[src/rtl/tile_attr_fetch_if.sv]
// Bundle for the tile fetcher: the burst command, the VRAM read port and
// the output tile stream. The fetcher is the master; the PPU side (memory,
// command source, background shifter) is the slave.
interface tile_attr_fetch_if #(
    parameter int ADDR_W = 16,
    parameter int CNT_W  = 6
);
    // Burst command
    logic              start;
    logic [1:0]        start_nt;
    logic [4:0]        start_x;
    logic [4:0]        start_y;
    logic [CNT_W-1:0]  count;
    logic              busy;

    // VRAM read port
    logic              mem_req;
    logic [ADDR_W-1:0] mem_addr;
    logic              mem_ack;
    logic [7:0]        mem_rdata;

    // Output tile stream (first-word fall-through FIFO head)
    logic              tile_valid;
    logic              tile_ready;
    logic [7:0]        tile_index;
    logic [1:0]        tile_pal;
    logic [1:0]        tile_nt;
    logic [4:0]        tile_x;

    modport master (
        input  start, start_nt, start_x, start_y, count,
        output busy,
        output mem_req, mem_addr,
        input  mem_ack, mem_rdata,
        output tile_valid, tile_index, tile_pal, tile_nt, tile_x,
        input  tile_ready
    );

    modport slave (
        output start, start_nt, start_x, start_y, count,
        input  busy,
        input  mem_req, mem_addr,
        output mem_ack, mem_rdata,
        input  tile_valid, tile_index, tile_pal, tile_nt, tile_x,
        output tile_ready
    );
endinterface

[src/rtl/tile_attr_fetch.sv]
// Background tile burst fetcher. Walks tiles left to right from a start
// position, reading the nametable byte and (on a cache miss) the attribute
// byte for each, then pushes {index, palette, nametable, x} into a small
// first-word fall-through FIFO. Crossing x=31 flips to the horizontally
// adjacent nametable.
module tile_attr_fetch #(
    parameter int ADDR_W     = 16,
    parameter int FIFO_DEPTH = 4,
    parameter int CNT_W      = 6
) (
    input  logic              clk,
    input  logic              rst,
    tile_attr_fetch_if.master bus
);
    localparam int PTR_W = $clog2(FIFO_DEPTH);

    typedef enum logic [1:0] {IDLE, NT_RD, AT_RD, PUSH} state_t;

    typedef struct packed {
        logic [7:0] index;
        logic [1:0] pal;
        logic [1:0] nt;
        logic [4:0] x;
    } tile_t;

    state_t            state, state_nxt;
    logic [1:0]        nt_q;
    logic [4:0]        x_q, y_q;
    logic [CNT_W-1:0]  remain_q;
    logic [7:0]        index_q;
    logic              cache_valid;
    logic [13:0]       cache_addr;
    logic [7:0]        cache_data;

    logic [13:0]       nt_addr, at_addr;
    logic [2:0]        pal_shift;
    logic              cache_hit;
    logic              mem_req_c;
    logic [ADDR_W-1:0] mem_addr_c;
    logic              push, pop, full, empty;

    tile_t             fifo_mem [FIFO_DEPTH];
    logic [PTR_W-1:0]  wr_ptr, rd_ptr;
    logic [PTR_W:0]    fill;
    tile_t             head;

    // Nametable byte 0x2000|nt<<10|y<<5|x, attribute byte 0x23C0|nt<<10|(y>>2)<<3|(x>>2).
    assign nt_addr   = {2'b10, nt_q, y_q, x_q};
    assign at_addr   = {2'b10, nt_q, 4'b1111, y_q[4:2], x_q[4:2]};
    assign pal_shift = {y_q[1], x_q[1], 1'b0};
    assign cache_hit = cache_valid && (cache_addr == at_addr);

    assign full  = (fill == (PTR_W+1)'(FIFO_DEPTH));
    assign empty = (fill == '0);
    assign pop   = !empty && bus.tile_ready;

    // State register.
    // NOTE: sequential state is updated with non-blocking assignments so every
    // flop samples pre-edge values regardless of block ordering.
    always_ff @(posedge clk) begin
        if (rst) state <= IDLE;
        else     state <= state_nxt;
    end

    // Next-state and memory port decode.
    // NOTE: every output of this block gets a default first; otherwise a
    // path that skips an assignment infers a latch.
    always_comb begin
        state_nxt  = state;
        mem_req_c  = 1'b0;
        mem_addr_c = '0;
        push       = 1'b0;
        unique case (state)
            IDLE: begin
                if (bus.start && (bus.count != '0)) state_nxt = NT_RD;
            end
            NT_RD: begin
                mem_req_c  = 1'b1;
                mem_addr_c = ADDR_W'(nt_addr);
                if (bus.mem_ack) state_nxt = cache_hit ? PUSH : AT_RD;
            end
            AT_RD: begin
                mem_req_c  = 1'b1;
                mem_addr_c = ADDR_W'(at_addr);
                if (bus.mem_ack) state_nxt = PUSH;
            end
            PUSH: begin
                // A same-cycle pop frees the slot even when the FIFO is full.
                if (!full || pop) begin
                    push      = 1'b1;
                    state_nxt = (remain_q == CNT_W'(1)) ? IDLE : NT_RD;
                end
            end
            default: state_nxt = IDLE;
        endcase
    end

    // Burst position, fetched bytes and the single-entry attribute cache.
    always_ff @(posedge clk) begin
        if (rst) begin
            nt_q        <= '0;
            x_q         <= '0;
            y_q         <= '0;
            remain_q    <= '0;
            index_q     <= '0;
            cache_valid <= 1'b0;
            cache_addr  <= '0;
            cache_data  <= '0;
        end else begin
            if (state == IDLE && bus.start && (bus.count != '0)) begin
                nt_q        <= bus.start_nt;
                x_q         <= bus.start_x;
                y_q         <= bus.start_y;
                remain_q    <= bus.count;
                cache_valid <= 1'b0;
            end
            if (state == NT_RD && bus.mem_ack) index_q <= bus.mem_rdata;
            if (state == AT_RD && bus.mem_ack) begin
                cache_data  <= bus.mem_rdata;
                cache_addr  <= at_addr;
                cache_valid <= 1'b1;
            end
            if (push) begin
                remain_q <= remain_q - CNT_W'(1);
                x_q      <= x_q + 5'd1;
                if (x_q == 5'd31) nt_q[0] <= ~nt_q[0];
            end
        end
    end

    // FIFO storage.
    // NOTE: the storage array has no reset; occupancy is tracked by the
    // pointers, so stale contents are never observed.
    always_ff @(posedge clk) begin
        if (push) fifo_mem[wr_ptr] <= '{index: index_q, pal: cache_data[pal_shift +: 2],
                                        nt: nt_q, x: x_q};
    end

    // FIFO pointers and occupancy.
    always_ff @(posedge clk) begin
        if (rst) begin
            wr_ptr <= '0;
            rd_ptr <= '0;
            fill   <= '0;
        end else begin
            if (push) wr_ptr <= wr_ptr + PTR_W'(1);
            if (pop)  rd_ptr <= rd_ptr + PTR_W'(1);
            case ({push, pop})
                2'b10:   fill <= fill + (PTR_W+1)'(1);
                2'b01:   fill <= fill - (PTR_W+1)'(1);
                default: fill <= fill;
            endcase
        end
    end

    assign head           = fifo_mem[rd_ptr];
    assign bus.busy       = (state != IDLE);
    assign bus.mem_req    = mem_req_c;
    assign bus.mem_addr   = mem_addr_c;
    assign bus.tile_valid = !empty;
    assign bus.tile_index = empty ? 8'd0 : head.index;
    assign bus.tile_pal   = empty ? 2'd0 : head.pal;
    assign bus.tile_nt    = empty ? 2'd0 : head.nt;
    assign bus.tile_x     = empty ? 5'd0 : head.x;
endmodule

[src/flat_wrapper.sv]
// flat-port wrapper written by rule: the top's interface ports become plain ports
module tile_attr_fetch_flat 
#(
    parameter int ADDR_W     = 16,
    parameter int FIFO_DEPTH = 4,
    parameter int CNT_W      = 6
)
  (clk, rst, bus_start, bus_start_nt, bus_start_x, bus_start_y, bus_count, bus_busy, bus_mem_req, bus_mem_addr, bus_mem_ack, bus_mem_rdata, bus_tile_valid, bus_tile_index, bus_tile_pal, bus_tile_nt, bus_tile_x, bus_tile_ready);
  tile_attr_fetch_if #(.ADDR_W(ADDR_W), .CNT_W(CNT_W)) bus_i ();
  input  logic clk;
  input  logic rst;
  input wire logic [$bits(bus_i.start)-1:0] bus_start;
  input wire logic [$bits(bus_i.start_nt)-1:0] bus_start_nt;
  input wire logic [$bits(bus_i.start_x)-1:0] bus_start_x;
  input wire logic [$bits(bus_i.start_y)-1:0] bus_start_y;
  input wire logic [$bits(bus_i.count)-1:0] bus_count;
  output wire logic [$bits(bus_i.busy)-1:0] bus_busy;
  output wire logic [$bits(bus_i.mem_req)-1:0] bus_mem_req;
  output wire logic [$bits(bus_i.mem_addr)-1:0] bus_mem_addr;
  input wire logic [$bits(bus_i.mem_ack)-1:0] bus_mem_ack;
  input wire logic [$bits(bus_i.mem_rdata)-1:0] bus_mem_rdata;
  output wire logic [$bits(bus_i.tile_valid)-1:0] bus_tile_valid;
  output wire logic [$bits(bus_i.tile_index)-1:0] bus_tile_index;
  output wire logic [$bits(bus_i.tile_pal)-1:0] bus_tile_pal;
  output wire logic [$bits(bus_i.tile_nt)-1:0] bus_tile_nt;
  output wire logic [$bits(bus_i.tile_x)-1:0] bus_tile_x;
  input wire logic [$bits(bus_i.tile_ready)-1:0] bus_tile_ready;
  assign bus_i.start = bus_start;
  assign bus_i.start_nt = bus_start_nt;
  assign bus_i.start_x = bus_start_x;
  assign bus_i.start_y = bus_start_y;
  assign bus_i.count = bus_count;
  assign bus_busy = bus_i.busy;
  assign bus_mem_req = bus_i.mem_req;
  assign bus_mem_addr = bus_i.mem_addr;
  assign bus_i.mem_ack = bus_mem_ack;
  assign bus_i.mem_rdata = bus_mem_rdata;
  assign bus_tile_valid = bus_i.tile_valid;
  assign bus_tile_index = bus_i.tile_index;
  assign bus_tile_pal = bus_i.tile_pal;
  assign bus_tile_nt = bus_i.tile_nt;
  assign bus_tile_x = bus_i.tile_x;
  assign bus_i.tile_ready = bus_tile_ready;
  tile_attr_fetch #(.ADDR_W(ADDR_W), .FIFO_DEPTH(FIFO_DEPTH), .CNT_W(CNT_W)) u_core (.clk(clk), .rst(rst), .bus(bus_i));
endmodule
[config.mk]
export PLATFORM = sky130hd
export DESIGN_NAME = tile_attr_fetch_flat
export DESIGN_NICKNAME = d
export VERILOG_FILES = /design/src/rtl/tile_attr_fetch_if.sv /design/src/rtl/tile_attr_fetch.sv /design/src/flat_wrapper.sv
export SDC_FILE = /design/constraint.sdc
export NUM_CORES = 1
export LEC_CHECK = 0
export CORE_AREA = 2 2 103 105
export DETAILED_ROUTE_END_ITERATION = 16
export DIE_AREA = 0 0 105 107
export GPL_ROUTABILITY_DRIVEN = 0
export PLACE_DENSITY = 0.78
export SYNTH_ARGS = -nofsm -noshare
export SYNTH_HDL_FRONTEND = slang
export SYNTH_SLANG_ARGS = --single-unit
[constraint.sdc]
create_clock -name clk -period 7.4 [get_ports clk]
set_input_delay 1.48 -clock clk [delete_from_list [all_inputs] [get_ports clk]]
set_output_delay 1.48 -clock clk [all_outputs]
set_load 0.05 [all_outputs]
# Yosys cells after proc, flatten, opt, wreduce, memory -nomap -nowiden
# Memory sizes are Yosys's and may differ from the RTL's. A register that Yosys moved wholly into a read port is not among the register bits.
# Index checks and enable logic that the tools add are counted.
# totals
inputBits,31
output_inout_bits,36
register_bits,57
memories,1
ramBits,68
word_cells,83
# op_classes
addsub,6
bitwise,1
n_reduce_logical,19
n_eq_ne,13
n_shift,1
muxes,29
# memory_table
name,depth,word_bits,rd,rd_ports_with_merged_regs,write_ports,line,source
u_core.fifo_mem,4,17,1,1,1,tile_attr_fetch.sv:42,tile_t fifo_mem [FIFO_DEPTH];
# op_table
operator,n
one-hot mux 14 bit (2 select lines),1
2-to-1 mux 2 bit,8
2-to-1 mux 5 bit,3
== test 13 bit,1
2-to-1 mux 1 bit,12
2-to-1 mux 6 bit,2
2-to-1 mux 8 bit,1
one-hot mux 2 bit (4 select lines),1
nonzero test 2 bit,4
variable part select 8 x 4 -> 2 bit,1
logical AND 1 bit,7
"== test 2 bit, second input constant",3
"== test 6 x 1 -> 1 bit, second input constant",1
one-hot mux 3 bit (2 select lines),1
nonzero test 6 bit,1
"subtractor 6 x 1 -> 6 bit, second input constant",1
"adder 5 x 1 -> 5 bit, second input constant",1
"== test 5 bit, second input constant",1
"adder 2 x 1 -> 2 bit, second input constant",2
"== test 2 x 1 -> 1 bit, second input constant",2
"!= test 2 x 1 -> 1 bit, second input constant",2
"!= test 2 bit, second input constant",2
AND reduction 4 bit,1
"adder 3 x 1 -> 3 bit, second input constant",1
8 further kinds,9

# Depth between registers and ports, before layout
# logic_depth
word_depth,8
ltp_mapped,11
mapped_depth_nobuf,9

# Worst setup path after synthesis
# Ideal clock, no wire load.
# synth_timing
path_kind,input to register
startpoint,in bus_tile_ready
endpoint,reg u_core.fill[2]
t_required_ps,7330
path_buffers,2
arrival_time_ps,3559
path_slack_ps,3771
stages,11
setup_time_ps,70
cell_sequence,or4b_4 -> and2_4 -> buf_6 -> clkinv_8 -> buf_12 -> ha_1 -> inv_1 -> fa_1 -> xor2_1 -> or3_1 -> a21oi_1
# synth_between
elab_chain_cells,6
elab_cells_between_ends,8
classes_between,eq/ne (2); mux (3); reduce/logical (3)
# synth_rtl
item,line,source
"start, declared",flat_wrapper.sv:27,input wire logic [$bits(bus_i.tile_ready)-1:0] bus_tile_ready;
logical AND 1 bit *,tile_attr_fetch.sv:55,assign pop = !empty && bus.tile_ready;
logical OR 1 bit,tile_attr_fetch.sv:89,if (!full || pop) begin
2-to-1 mux 1 bit,tile_attr_fetch.sv:89,
2-to-1 mux 1 bit,tile_attr_fetch.sv:73,unique case (state)
== test 2 x 1 -> 1 bit or == test 2 bit (tied branches),tile_attr_fetch.sv:148,"case ({push, pop})"
one-hot mux 3 bit (2 select lines) or nonzero test 2 bit (tied branches),n/a,
"end signal, assigned",tile_attr_fetch.sv:149,2'b10: fill <= fill + (PTR_W+1)'(1);
"end signal, assigned",tile_attr_fetch.sv:150,2'b01: fill <= fill - (PTR_W+1)'(1);
"end signal, assigned",tile_attr_fetch.sv:151,default: fill <= fill;
"end, declared",tile_attr_fetch.sv:44,logic [PTR_W:0] fill;
# Mark *: on every way between the ends. The rest lies on a longest branch, timed or not.
# A chain may end at the register's enable or synchronous reset.

# Worst setup path in the final report
# layout_timing
startpoint,reg u_core.state[1]
endpoint,out bus_mem_addr[11]
# layout_between
elab_chain_cells,2
elab_cells_between_ends,3
classes_between,eq/ne (2); mux (1)
# layout_rtl
item,line,source
"start, declared",tile_attr_fetch.sv:26,"state_t state, state_nxt;"
"start signal, assigned",tile_attr_fetch.sv:62,else state <= state_nxt;
== test 2 bit or == test 2 x 1 -> 1 bit (tied branches),tile_attr_fetch.sv:73,
one-hot mux 14 bit (2 select lines) *,tile_attr_fetch.sv:73,
"end, declared",flat_wrapper.sv:19,output wire logic [$bits(bus_i.mem_addr)-1:0] bus_mem_addr;
# Marked as above.

==> impl_metrics.tcl <==
set metrics [dict create \
    status "finished clean" \
    r2r_cells 9 \
    worstSetupPathType "flip-flop to output port" \
    post-cts-setup-buffers 0 \
    use_met2 0.357 \
    clk_latency_ns 0.51 \
    layout_commonest_cell "edfxtp_1" \
    timing.rr.end "u_core.fill[2]" \
    wire_per_inst_um 17.1 \
    portBuffers 63 \
    crit_end "bus_mem_addr[11]" \
    period_needed_ns 4.36 \
    syn_area_mm2 0.00543 \
    htreeDepth 4 \
    synthFlopType "edfxtp_1" \
    syn_avg_cell_area_um2 11.9 \
    cts_buffers 17 \
    power_density_mw_per_mm2 367 \
    ctsHoldBuffers 0 \
    finalMaxSlewViolations 0 \
    synth_cell_types 52 \
    crit_arrival_ns 2.88 \
    cp-start-kind "flip-flop" \
    die_area_mm2 0.0112 \
    die_h_um 107 \
    dp_cells 624 \
    overflow 0 \
    cts_resized 0 \
    clkSinkCount 123 \
    r2r-start "u_core.fill[0]" \
    drt_iter0_drc 173 \
    grt_pass1_vias 3623 \
    core.rowCount 37 \
    die_x_um 105 \
    synth_edf_count 68 \
    tns_ns 0 \
    vias 3610 \
    startpoint "u_core.state[1]" \
    yosys_warnings 0 \
    worstPathRequired_ns 5.92 \
    grt_busiest_layer "met2" \
    first_pass_iters 5 \
    cts_buffer_depth 2 \
    endpoint_kind "output port" \
    path_clk_slew_ns 0.05 \
    antenna_cells 0 \
    final_area_mm2 0.00660 \
    drc 0 \
    slew_headroom 0.327 \
    initial_core_util 0.538 \
    core-area_mm2 0.0101 \
    ant_nets 0 \
    synthArstFlopShare 0 \
    critPathMaxFanout 21 \
    final-seq-area_mm2 0.00314 \
    tritoncts "done" \
    netlist_instances 455 \
    final_nets 553 \
    via_per_inst 5.50 \
    setup_violations 0 \
    finalHoldViolCount 0 \
    antenna_found_initial 0 \
    num_io_pins 67 \
    whs_ns 0.453 \
    grtUsageTotal 0.213 \
    layout_common_cells "edfxtp_1, clkdlybuf4s50_1, nand2_1, dfxtp_1, a21oi_1" \
    num-fill-cells 787 \
    met1_usage 0.256 \
    hold_class "flip-flop to flip-flop" \
    syn_to_final_growth_pct 21.6 \
    drv_cap 0 \
    cts_root_buf "clkbuf_8" \
    ys_ff_latch 123 \
    leakage_nw 2.22 \
    multi_input_area_mm2 0.00204 \
    rsz0062_at_grt "no" \
    dp_hpwl_um 7200 \
    clock_skew_ns 0.00446 \
    placed_area_mm2 0.00606 \
    fin_crit_sh 0.589 \
    worst_slew_pin_slew_ns 1.01 \
    routed_wl_um 11200 \
    r2r_slack_ns 4.72 \
    max_freq_ghz 0.229 \
    grt_max_degree 55 \
    final_cells 656 \
    grt_first_pass_wirelength_um 18200 \
    drive_above_1_share 0.110 \
    yosysSeqAreaShare 0.579 \
    peakVddDrop_uv 261 \
    globalRouteMet3Util 0.0578 \
]
==> cell families after synthesis <==
logic type | after synthesis | synth area share
and+or+nand+nor | 153 | 0.139
AOI/OAI and AO/OA | 82 | 0.0984
other | 1 | 0.000691
adders and majority gates | 15 | 0.0360
DFF | 123 | 0.579
buffers and inverters | 49 | 0.0473
muxes | 19 | 0.0788
xor gates and xnor gates | 13 | 0.0210
==> power by group <==
part           total, mW  switching, mW  internal (mW)  leakage, nW
clock              0.754          0.270          0.484        0.260
combinational      0.785          0.488          0.297        0.882
sequential         0.882         0.0772          0.805         1.08
==> per-layer routing <==
metal,routed length (µm),vias up
li1,-,1742
met3,666,19
met2,5620,125
met4,253,0
met1,4650,1724
met5,0,-
==> metrics by stage <==
stage | setup WS [ns] | total power, mW | utilization
3_5_place_dp | 3.20 | 1.68 | 0.600
5_1_grt | 2.88 | 2.53 | 0.654
2_1_floorplan | 3.77 | 1.47 | -
6_report | 3.04 | 2.42 | 0.654
4_1_cts | 3.04 | 2.44 | 0.654
3_3_place_gp | 3.26 | 1.66 | 0.600
==> registers in the layout, summed over array words and instances (netlist names), named ones only <==
| register | cells |
|---|---|
| u_core.state | 2 |
| u_core.rd_ptr | 2 |
| u_core.cache_addr | 9 |
| u_core.fifo_mem | 68 |
| u_core.index_q | 8 |
| u_core.fill | 3 |
| u_core.x_q | 5 |
| u_core.remain_q | 6 |
| u_core.cache_data | 8 |
| u_core.cache_valid | 1 |
| u_core.y_q | 5 |
| u_core.nt_q | 2 |
| u_core.wr_ptr | 2 |
==> area by class of cell <==
class                           count  area share
Timing Repair Buffer               65      0.0970
Clock buffer                       24      0.0682
Multi-Input combinational cell    285       0.308
Sequential cell                   123       0.476
Tap cell                          136      0.0258
Clock inverter                      8      0.0142
Inverter                           15      0.0104
==> Yosys cell counts, types with 2 or more instances <==
cell	number	area (µm²)
a211oi_1	6	45.0
a211oi_2	2	25.0
a21o_1	2	15.0
a21oi_1	42	210
a22oi_1	6	45.0
a2bb2oi_1	2	17.5
a311oi_1	2	17.5
a31oi_1	4	25.0
a41oi_1	2	17.5
and2_1	21	131
and3_1	8	50.1
buf_1	2	7.51
buf_2	5	25.0
buf_4	4	30.0
buf_6	3	33.8
clkbuf_1	19	71.3
dfxtp_1	55	1100
edfxtp_1	68	2040
ha_1	14	175
inv_1	14	52.6
mux4_2	19	428
nand2_1	61	229
nand3_1	22	110
nand3b_1	3	22.5
nor2_1	16	60.1
nor2b_1	10	62.6
nor3b_1	2	15.0
o211ai_1	2	15.0
o21ai_0	4	20.0
or3_1	2	12.5
xnor2_1	9	78.8
xor2_1	4	35.0
==> worst max-delay path, stage by stage (launching register included) <==
cell and delay [ns]:
dfxtp_1 0.32, inv_1 0.12, ha_1 0.67, or2_2 0.25
and3_1 0.17, clkdlybuf4s50_1 0.82
==> worst min path at each step <==
stage,from,end,slack (ns),cells after the start
final,u_core.y_q[0],u_core.y_q[0],0.45,2
after global placement,u_core.cache_data[5],u_core.cache_data[5],0.44,2
after global routing,u_core.cache_data[5],u_core.cache_data[5],0.47,2
after CTS,u_core.y_q[0],u_core.y_q[0],0.46,2
after floorplan,u_core.cache_data[4],u_core.cache_data[4],0.43,2
after detailed placement,u_core.y_q[0],u_core.y_q[0],0.45,2
(Power assumes the default switching activity.)
